`src/rtl/frame_loader.sv`:
```
// Serial pixel loader: assembles a WIDTH-pixel frame, runs the classifier and
// captures its result. Optional RUN watchdog: define FRAME_LOADER_TIMEOUT_EN.
module frame_loader #(
   parameter int WIDTH          = 25,
   parameter int TIMEOUT_CYCLES = 64
) (
   input  logic             clk,
   input  logic             rst,
   input  logic             pix_in,
   input  logic             pix_valid,
   output logic             pix_ready,
   output logic [WIDTH-1:0] frame_out,
   output logic             en_out,
   input  logic             cls_ready,
   input  logic [1:0]       cls_out,
   output logic [1:0]       result,
   output logic             result_valid,
   input  logic             result_ack
);

   localparam int IDX_W = $clog2(WIDTH + 1);
   localparam logic [IDX_W-1:0] LAST_IDX = IDX_W'(WIDTH - 1);

   typedef enum logic [1:0] {
      LOAD   = 2'd0,
      RUN    = 2'd1,
      RESULT = 2'd2
   } state_t;

   state_t           state_q;
   logic [IDX_W-1:0] idx_q;
   logic [WIDTH-1:0] frame_q;
   logic             guard_q;
   logic [1:0]       result_q;
   logic             result_valid_q;

`ifdef FRAME_LOADER_TIMEOUT_EN
   localparam int CNT_W = $clog2(TIMEOUT_CYCLES + 1);
   localparam logic [CNT_W-1:0] WD_LAST = CNT_W'(TIMEOUT_CYCLES - 1);
   logic [CNT_W-1:0] wd_q;
`endif

   // Valid/ready: a pixel transfers on a rising edge where pix_valid and
   // pix_ready are both 1; pix_ready is high exactly while in LOAD.
   always_ff @(posedge clk) begin
      if (rst) begin
         state_q        <= LOAD;
         idx_q          <= '0;
         frame_q        <= '0;
         guard_q        <= 1'b0;
         result_q       <= 2'b00;
         result_valid_q <= 1'b0;
`ifdef FRAME_LOADER_TIMEOUT_EN
         wd_q           <= '0;
`endif
      end else begin
         case (state_q)
            LOAD: begin
               if (pix_valid) begin
                  frame_q[idx_q] <= pix_in;
                  if (idx_q == LAST_IDX) begin
                     idx_q   <= '0;
                     guard_q <= 1'b1;
                     state_q <= RUN;
`ifdef FRAME_LOADER_TIMEOUT_EN
                     wd_q    <= '0;
`endif
                  end else begin
                     idx_q <= idx_q + 1'b1;
                  end
               end
            end
            RUN: begin
               // The first RUN cycle masks cls_ready left over from the last frame.
               guard_q <= 1'b0;
`ifdef FRAME_LOADER_TIMEOUT_EN
               wd_q    <= wd_q + 1'b1;
`endif
               if (!guard_q && cls_ready) begin
                  result_q       <= cls_out;
                  result_valid_q <= 1'b1;
                  state_q        <= RESULT;
               end
`ifdef FRAME_LOADER_TIMEOUT_EN
               else if (wd_q == WD_LAST) begin
                  result_q       <= 2'b11;
                  result_valid_q <= 1'b1;
                  state_q        <= RESULT;
               end
`endif
            end
            RESULT: begin
               if (result_ack) begin
                  result_valid_q <= 1'b0;
                  state_q        <= LOAD;
               end
            end
            default: begin
               state_q <= LOAD;
            end
         endcase
      end
   end

   assign pix_ready    = (state_q == LOAD);
   assign en_out       = (state_q == RUN);
   assign frame_out    = frame_q;
   assign result       = result_q;
   assign result_valid = result_valid_q;

endmodule

```
`config.mk`:
```
export PLATFORM = sky130hd
export DESIGN_NAME = frame_loader
export DESIGN_NICKNAME = d
export VERILOG_FILES = /design/src/rtl/frame_loader.sv
export SDC_FILE = /design/constraint.sdc
export NUM_CORES = 1
export LEC_CHECK = 0
export CAP_MARGIN = 30
export CORE_MARGIN = 2
export CORE_UTILIZATION = 30
export DETAILED_ROUTE_END_ITERATION = 10
export GPL_TIMING_DRIVEN = 0
export HOLD_SLACK_MARGIN = 0.08
export REMOVE_ABC_BUFFERS = 1
export SYNTH_ARGS = -nofsm -noshare
export SYNTH_HDL_FRONTEND = slang
export SYNTH_SLANG_ARGS = --single-unit
```
`constraint.sdc`:
```
create_clock -name clk -period 1.6 [get_ports clk]
set_clock_uncertainty 0.2 [all_clocks]
set_input_delay 0.48 -clock clk [delete_from_list [all_inputs] [get_ports clk]]
set_output_delay 0.48 -clock clk [all_outputs]
set_load 0.01 [all_outputs]
```
# [After elaboration in Yosys (flattened, before gate mapping)]
# Index checks and enable logic that the tools add are counted.
[totals] elab_cells=42 register_bits=36
[op_classes] n_reduce_logical=11 n_eq_ne=7 magnitude_cmp=2 n_addsub=1 mux=15
[op_table] operator="25-bit bitwise mux" count=1
[op_table] operator="2-bit 2-to-1 mux" count=4
[op_table] operator="5-bit by 6-bit less-than comparator with 1-bit output (second input constant)" count=1
[op_table] operator="2-bit case mux with 3 select lines" count=1
[op_table] operator="3-bit AND reduction" count=2
[op_table] operator="5-bit by 1-bit adder with 5-bit output (second input constant)" count=1
[op_table] operator="1-bit demux with 5-bit select" count=1
[op_table] operator="5-bit equality test (second input constant)" count=1
[op_table] operator="5-bit by 1-bit >= comparator with 1-bit output (second input constant)" count=1
[op_table] operator="1-bit 2-to-1 mux" count=5
[op_table] operator="5-bit 2-to-1 mux" count=1
[op_table] operator="2-bit by 1-bit != test with 1-bit output (second input constant)" count=2
[op_table] operator="2-bit != test (second input constant)" count=2
[op_table] operator="1-bit case mux with 2 select lines" count=2
[op_table] operator="2-bit AND reduction" count=2
[op_table] operator="4-bit AND reduction" count=1
[op_table] operator="2-bit nonzero test" count=2
[op_table] operator="2-bit by 1-bit equality test with 1-bit output (second input constant)" count=1
[op_table] operator="2-bit equality test (second input constant)" count=1
[op_table] operator="1-bit logical AND" count=2
[op_table] operator="2-bit logical NOT" count=1
[op_table] operator="1-bit logical NOT" count=1

# [Logic depth before layout (Yosys ltp)]
# Gate-level depths: netlist (run 1).
[depth] depth_word=5 mapped_depth=5

# [Worst setup path before layout (run 1)]
# Ideal clock, no wire load.
[synth_path] kind="input-to-reg" start="input rst" end="register idx_q[4]" arrival_ps=1308 setup_time_ps=130 cell_stages=4 slack_ps=-38 required_ps=1270 path_cell_list="clkbuf_1 > clkbuf_1 > clkbuf_1 > o22ai_1"
[synth_lines] item="start, declared" line="8" rtl="input logic rst,"
[synth_lines] item="end signal, assigned" line="69" rtl="idx_q <= idx_q + 1'b1;"
[synth_lines] item="end, declared" line="31" rtl="logic [IDX_W-1:0] idx_q;"
# No word-level cell between the ends.

# [Worst setup path in the final report (run 1)]
[layout_path] start="register state_q[0]" end="output en_out"
[layout_via] elab_chain_len=1
[layout_rtl] item="start, declared" line="30" rtl="state_t state_q;"
[layout_rtl] item="start signal, assigned" line="47" rtl="state_q <= LOAD;"
[layout_rtl] item="start signal, assigned" line="64" rtl="state_q <= RUN;"
[layout_rtl] item="start signal, assigned" line="82" rtl="state_q <= RESULT;"
[layout_rtl] item="2-bit by 1-bit equality test with 1-bit output" line="106" rtl="assign en_out = (state_q == RUN);"
[layout_rtl] item="end, declared" line="13" rtl="output logic en_out,"
# No other way between the ends.

==> results of run 1 <==
## worst min-delay path, delay by kind of cell, from the launching register on
| kind | cells | cell delay, ns |
|---|---|---|
| flip-flops | 1 | 0.31 |
| AND/OR/NAND/NOR | 1 | 0.06 |
| multiplexers | 1 | 0.06 |
## area by class of cell
type	instances	area share, %
repair buffers	45	18.0
flip-flops and latches	36	31.4
well taps	72	3.85
clock buffers	5	2.94
multi-input cells	131	43.2
inverters	4	0.641
## through the flow
step,total power [mW],std cells,setup WS (ns),hold WS [ns]
floorplan,0.986,170,-0.242,0.250
global placement,1.04,279,-1.60,0.265
detailed placement,1.05,281,-1.11,0.266
CTS,1.62,293,-0.00478,0.277
global route,1.68,293,-0.0545,0.295
finish,1.61,293,-0.0103,0.271
## layout by cell type (no fill, tap or decap), drive strengths merged, types with 2 or more instances in the layout
master,synthesis,layout
nor3b,5,5
dlygate4sd2,0,14
and4bb,4,4
nor2,7,7
nand3b,2,2
nand3,4,4
o21ai,2,2
clkdlybuf4s50,0,4
a21oi,5,5
and3b,2,2
dfxtp,36,36
buf,3,10
clkdlybuf4s15,0,15
clkbuf,9,6
ha,4,4
nand2b,27,28
nand2,29,29
inv,4,4
a211oi,2,2
mux2i,27,27
## layer usage
metal	part of all wire, %	vias up
li1	-	691
met1	49	630
met2	46	23
met3	4.2	6
met4	1.6	0
met5	0	-
## sequential cells by signal, summed over array words and instances (netlist names)
signal / cells
state_q: 2
idx_q: 5
frame_out: 25
guard_q: 1
result: 2
result_valid: 1
## worst paths after layout
check	from	slack [ns]	cells after the start	to
min reg2reg	frame_out[6]	0.27	2	frame_out[6]
max reg2reg	state_q[0]	0.04	4	idx_q[3]
min	frame_out[6]	0.27	2	frame_out[6]
max	state_q[0]	-0.01	2	en_out
## logic make-up (layout without fill, tap and decap cells)
kind of cell / count (synthesis) / in the layout / share of synthesized area, %
AO/OA/AOI/OAI: 13 / 13 / 5.01
adder cells (fa/ha/maj): 4 / 4 / 2.95
buffers and inverters: 16 / 54 / 4.13
flip-flops: 36 / 36 / 42.5
multiplexers: 27 / 27 / 15.9
AND/OR/NAND/NOR: 86 / 87 / 29.5
## power by group through the flow
stage / Clock, mW / Sequential (mW) / Combinational (mW)
global route: 0.630 / 0.908 / 0.141
global placement: 0 / 0.931 / 0.113
floorplan: 0 / 0.931 / 0.0545
detailed placement: 0 / 0.931 / 0.116
CTS: 0.592 / 0.908 / 0.121
finish: 0.567 / 0.907 / 0.131
## repair_timing
| item | in CTS | in global routing |
|---|---|---|
| resized for setup | 53 | 35 |
| buffers inserted | 6 | 0 |
| setup endpoints to repair | 62 | 47 |
| hold buffers | 0 | 0 |
| pin swaps | 4 | 5 |
| gates cloned | 1 | 0 |
==> flow_summary.ini, run 1 <==
[cells_and_area]
regArea_um2 = 736
multiInputGateArea_mm2 = 0.00101
fill_cells = 544
layout.nets = 235
post-route-util_pct = 42.8
syn_to_final_growth_pct = 38.1
stdcell_area_mm2 = 0.00234
final_layout_size_suffix_gt1_share_pct = 18.1
num_antenna_cells = 0

[sta]
final-hold-violation-count = 0
period_share_pct = 101
finalSetupTns_ns = -0.0103
setup_viol = 1
slew_headroom_pct = 70.1
max_freq_mhz = 621
finalWorstSetupSlack_ns = -0.0103
slew_violations = 0
rsz0062_at_grt = yes
period_needed_ns = 1.61
worstMarginPinSlew_ns = 0.447

[clocking]
root_buffer = clkbuf_8
insertion_delay_ns = 0.28
cts_tree = built
clockBufferDepth = 2
clkSinkCount = 36
numCtsBuffers = 5
htreeDepth = 2
clkSlewWorstSetupHoldPaths_ns = 0.07

[floorplan]
coreArea_mm2 = 0.00547
pin_count = 38
die_area_mm2 = 0.00627
die_x_um = 79.2
rows = 27
start_util_pct = 31.0
die_height_um = 79.2

[pwr]
p_per_area_mw_per_mm2 = 685
p_clk_share_pct = 35.3
power_frac_comb_pct = 8.2
vdd_drop_max_v = 0.000429
power.internal_mw = 1.24
p_leak_nw = 1.06
power.switching_mw = 0.362
switching_share_pct = 22.5
seq_power_share_pct = 56.5

[synth]
syn_avg_cell_area_um2 = 9.32
ys_seq_area_share_pct = 42.5
ys.warnings.count = 0
ys_seq_elements = 36
synth_edf_count = 0
ys_types = 29
async_flop_share_pct = 0
syn-cell-area_mm2 = 0.00170
yosys.area.top_type = dfxtp_1
synth_ff_type = dfxtp_1
synth_top_area_share_pct = 42.5
yosysMostFrequentCell = dfxtp_1
synthCells = 182
ys_top_cells_by_count = 36 x dfxtp_1, 29 x nand2_1, 27 x mux2i_1, 27 x nand2b_1, 9 x clkbuf_1
synth.top_cells.by_area = dfxtp_1 42%, mux2i_1 16%, nand2b_1 10%

[placed_design]
place_congestion = 0.771
place_area_mm2 = 0.00212
hpwl_um = 2410
portBuffers = 37

[critical_path]
critical_path_class = flop to output port
path_delay_family = flip-flops
crit_buf_inv = 1
critPathRequiredTime_ns = 0.92
cp_cell_sequence = nor2b_4 > buf_6
critPathSlowestCell = dfxtp_4
cp_data_arrival_time_ns = 0.93
slowest_delay_ns = 0.37
cp-start-kind = flop
critical_path_peak_fanout = 4
end_kind = output port

[grt]
track_usage_pct = 13.5
grt_pass1_wl_um = 6570
use_met1_pct = 17.9
grt_util_met3_pct = 4.09
overflow = 0
antenna_found_initial = 0
grt_pass1_vias = 1355
met2_usage_pct = 20.5
grt-busiest-layer = met2
grt_max_degree = 33

[status]
status = finished, violations left
violations = negative setup slack

[route]
drcViolationCount = 0
wirelength_um = 3890
dr.pass1.iters = 4
via_per_inst = 4.61
drtAntennaViolNets = 0
vias = 1350
wl_per_cell_um = 13.3
drt_iter0_markers = 105

[worst_hold_path]
hold_class = flop to flop

[flow_run]
maxCapViolCount = 0
Note: power is estimated with default switching activity, not from simulation.
==> run 2: changes to the inputs <==
--- a/config.mk
+++ b/config.mk
@@ -6,7 +6,6 @@
 export NUM_CORES = 1
 export LEC_CHECK = 0
 export CAP_MARGIN = 30
-export CORE_MARGIN = 2
 export CORE_UTILIZATION = 30
 export DETAILED_ROUTE_END_ITERATION = 10
 export GPL_TIMING_DRIVEN = 0
==> flow_summary.ini, run 2 (synthesis gave the netlist of run 1 again) <==
[status]
status = finished, violations left
violations = negative setup slack

[critical_path]
cp-start-kind = flop
critical_path_class = flop to output port
critical_path_peak_fanout = 6
end_kind = output port
cp_data_arrival_time_ns = 0.93
critPathRequiredTime_ns = 0.92

[sta]
finalWorstSetupSlack_ns = -0.0103
rsz0062_at_grt = yes
period_share_pct = 101
max_freq_mhz = 621
setup_viol = 1
final-hold-violation-count = 0
slew_violations = 0
period_needed_ns = 1.61
worstMarginPinSlew_ns = 0.402
slew_headroom_pct = 73.2

[pwr]
power.total_mw = 1.84
p_leak_nw = 1.03
vdd_drop_max_v = 0.000404
p_per_area_mw_per_mm2 = 782

[cells_and_area]
final_cell_mix = 31 x dfxtp_1, 28 x nand2_1, 27 x mux2i_1, 26 x nand2b_1, 18 x clkdlybuf4s15_1
final_common_cell = dfxtp_1
largest_reg_flops = 25
num_antenna_cells = 0
final_layout_size_suffix_gt1_share_pct = 24.4
fin_cells = 297
post-route-util_pct = 43.0
layout.nets = 236
syn_to_final_growth_pct = 38.7

[clocking]
htreeDepth = 2
clkSinkCount = 36
clockBufferDepth = 2
root_buffer = clkbuf_8
cts_tree = built
numCtsBuffers = 5
insertion_delay_ns = 0.29
clkSlewWorstSetupHoldPaths_ns = 0.08

[grt]
track_usage_pct = 14.0
grt_pass1_wl_um = 6420
grt_max_degree = 25
antenna_found_initial = 0
overflow = 0
grt_pass1_vias = 1338

[route]
drcViolationCount = 0
drtAntennaViolNets = 0
wirelength_um = 3890
dr.pass1.iters = 4
vias = 1348
via_per_inst = 4.54
wl_per_cell_um = 13.1
drt_iter0_markers = 96

[floorplan]
pin_count = 38
coreArea_mm2 = 0.00547
start_util_pct = 31.0
rows = 27
die_x_um = 77.2
die_height_um = 77.2
die_area_mm2 = 0.00596

[placed_design]
hpwl_um = 2450
placed_cells = 281
portBuffers = 37
place_congestion = 0.773
place_ws_ns = -1.36

[flow_run]
maxCapViolCount = 0

[worst_hold_path]
hold_class = flop to flop
-- run 2: final cells by class --
class | instances | area, um^2
well taps | 72 | 90.1
flip-flops and latches | 36 | 734
multi-input cells | 130 | 995
repair buffers | 47 | 408
clock inverters | 3 | 42.5
fillers | 565 | 3120
inverters | 4 | 15.0
clock buffers | 5 | 68.8
-- run 2: final timing paths --
path | from | endpoint | slack [ns] | cells past startpoint
setup / recovery | state_q[0] | en_out | -0.01 | 2
hold / removal | frame_out[10] | frame_out[10] | 0.28 | 2
setup reg to reg | state_q[0] | frame_out[24] | 0.01 | 5
hold reg to reg | frame_out[10] | frame_out[10] | 0.28 | 2
-- run 2: critical path, stage by stage, from the launching register on --
cell     delay [ns]
dfxtp_4        0.38
nor2b_4        0.16
buf_6          0.11
-- run 2: repair_timing --
item / 4_1_cts / 5_1_grt
pin swaps: 4 / 4
setup buffers: 7 / 1
endpoints found under the setup margin: 62 / 56
resized for setup: 61 / 47
hold buffers: 0 / 0
-- run 2: routing by layer --
layer | vias to the layer above | GRT usage, % | share of wire, %
met4 | 0 | 5.66 | 1.5
met1 | 626 | 17.9 | 50
met3 | 6 | 4.05 | 4.4
li1 | 693 | - | -
met2 | 23 | 21.8 | 44
met5 | - | 0 | 0
-- run 2: report_power, final --
group	total [mW]	internal, mW	switching, mW
sequential	0.906	0.899	0.00656
clock	0.810	0.461	0.349
combinational	0.126	0.0619	0.0641
-- run 2: through the flow --
stage	hold WS [ns]	TNS, ns	instance area [um^2]
floorplan	0.250	-1.62	1640
global placement	0.267	-47.49	2100
detailed placement	0.268	-37.97	2120
CTS	0.278	-0.0129	2300
global route	0.300	-0.107	2350
finish	0.279	-0.0103	2350
==> run 3: changes to the inputs <==
--- a/config.mk
+++ b/config.mk
@@ -5,6 +5,7 @@
 export SDC_FILE = /design/constraint.sdc
 export NUM_CORES = 1
 export LEC_CHECK = 0
+export ABC_CLOCK_PERIOD_IN_PS = 1600
 export CAP_MARGIN = 30
 export CORE_UTILIZATION = 30
 export DETAILED_ROUTE_END_ITERATION = 10
==> results of run 3 <==
No change in the layout: final DEF, timing and power equal those of run 2.
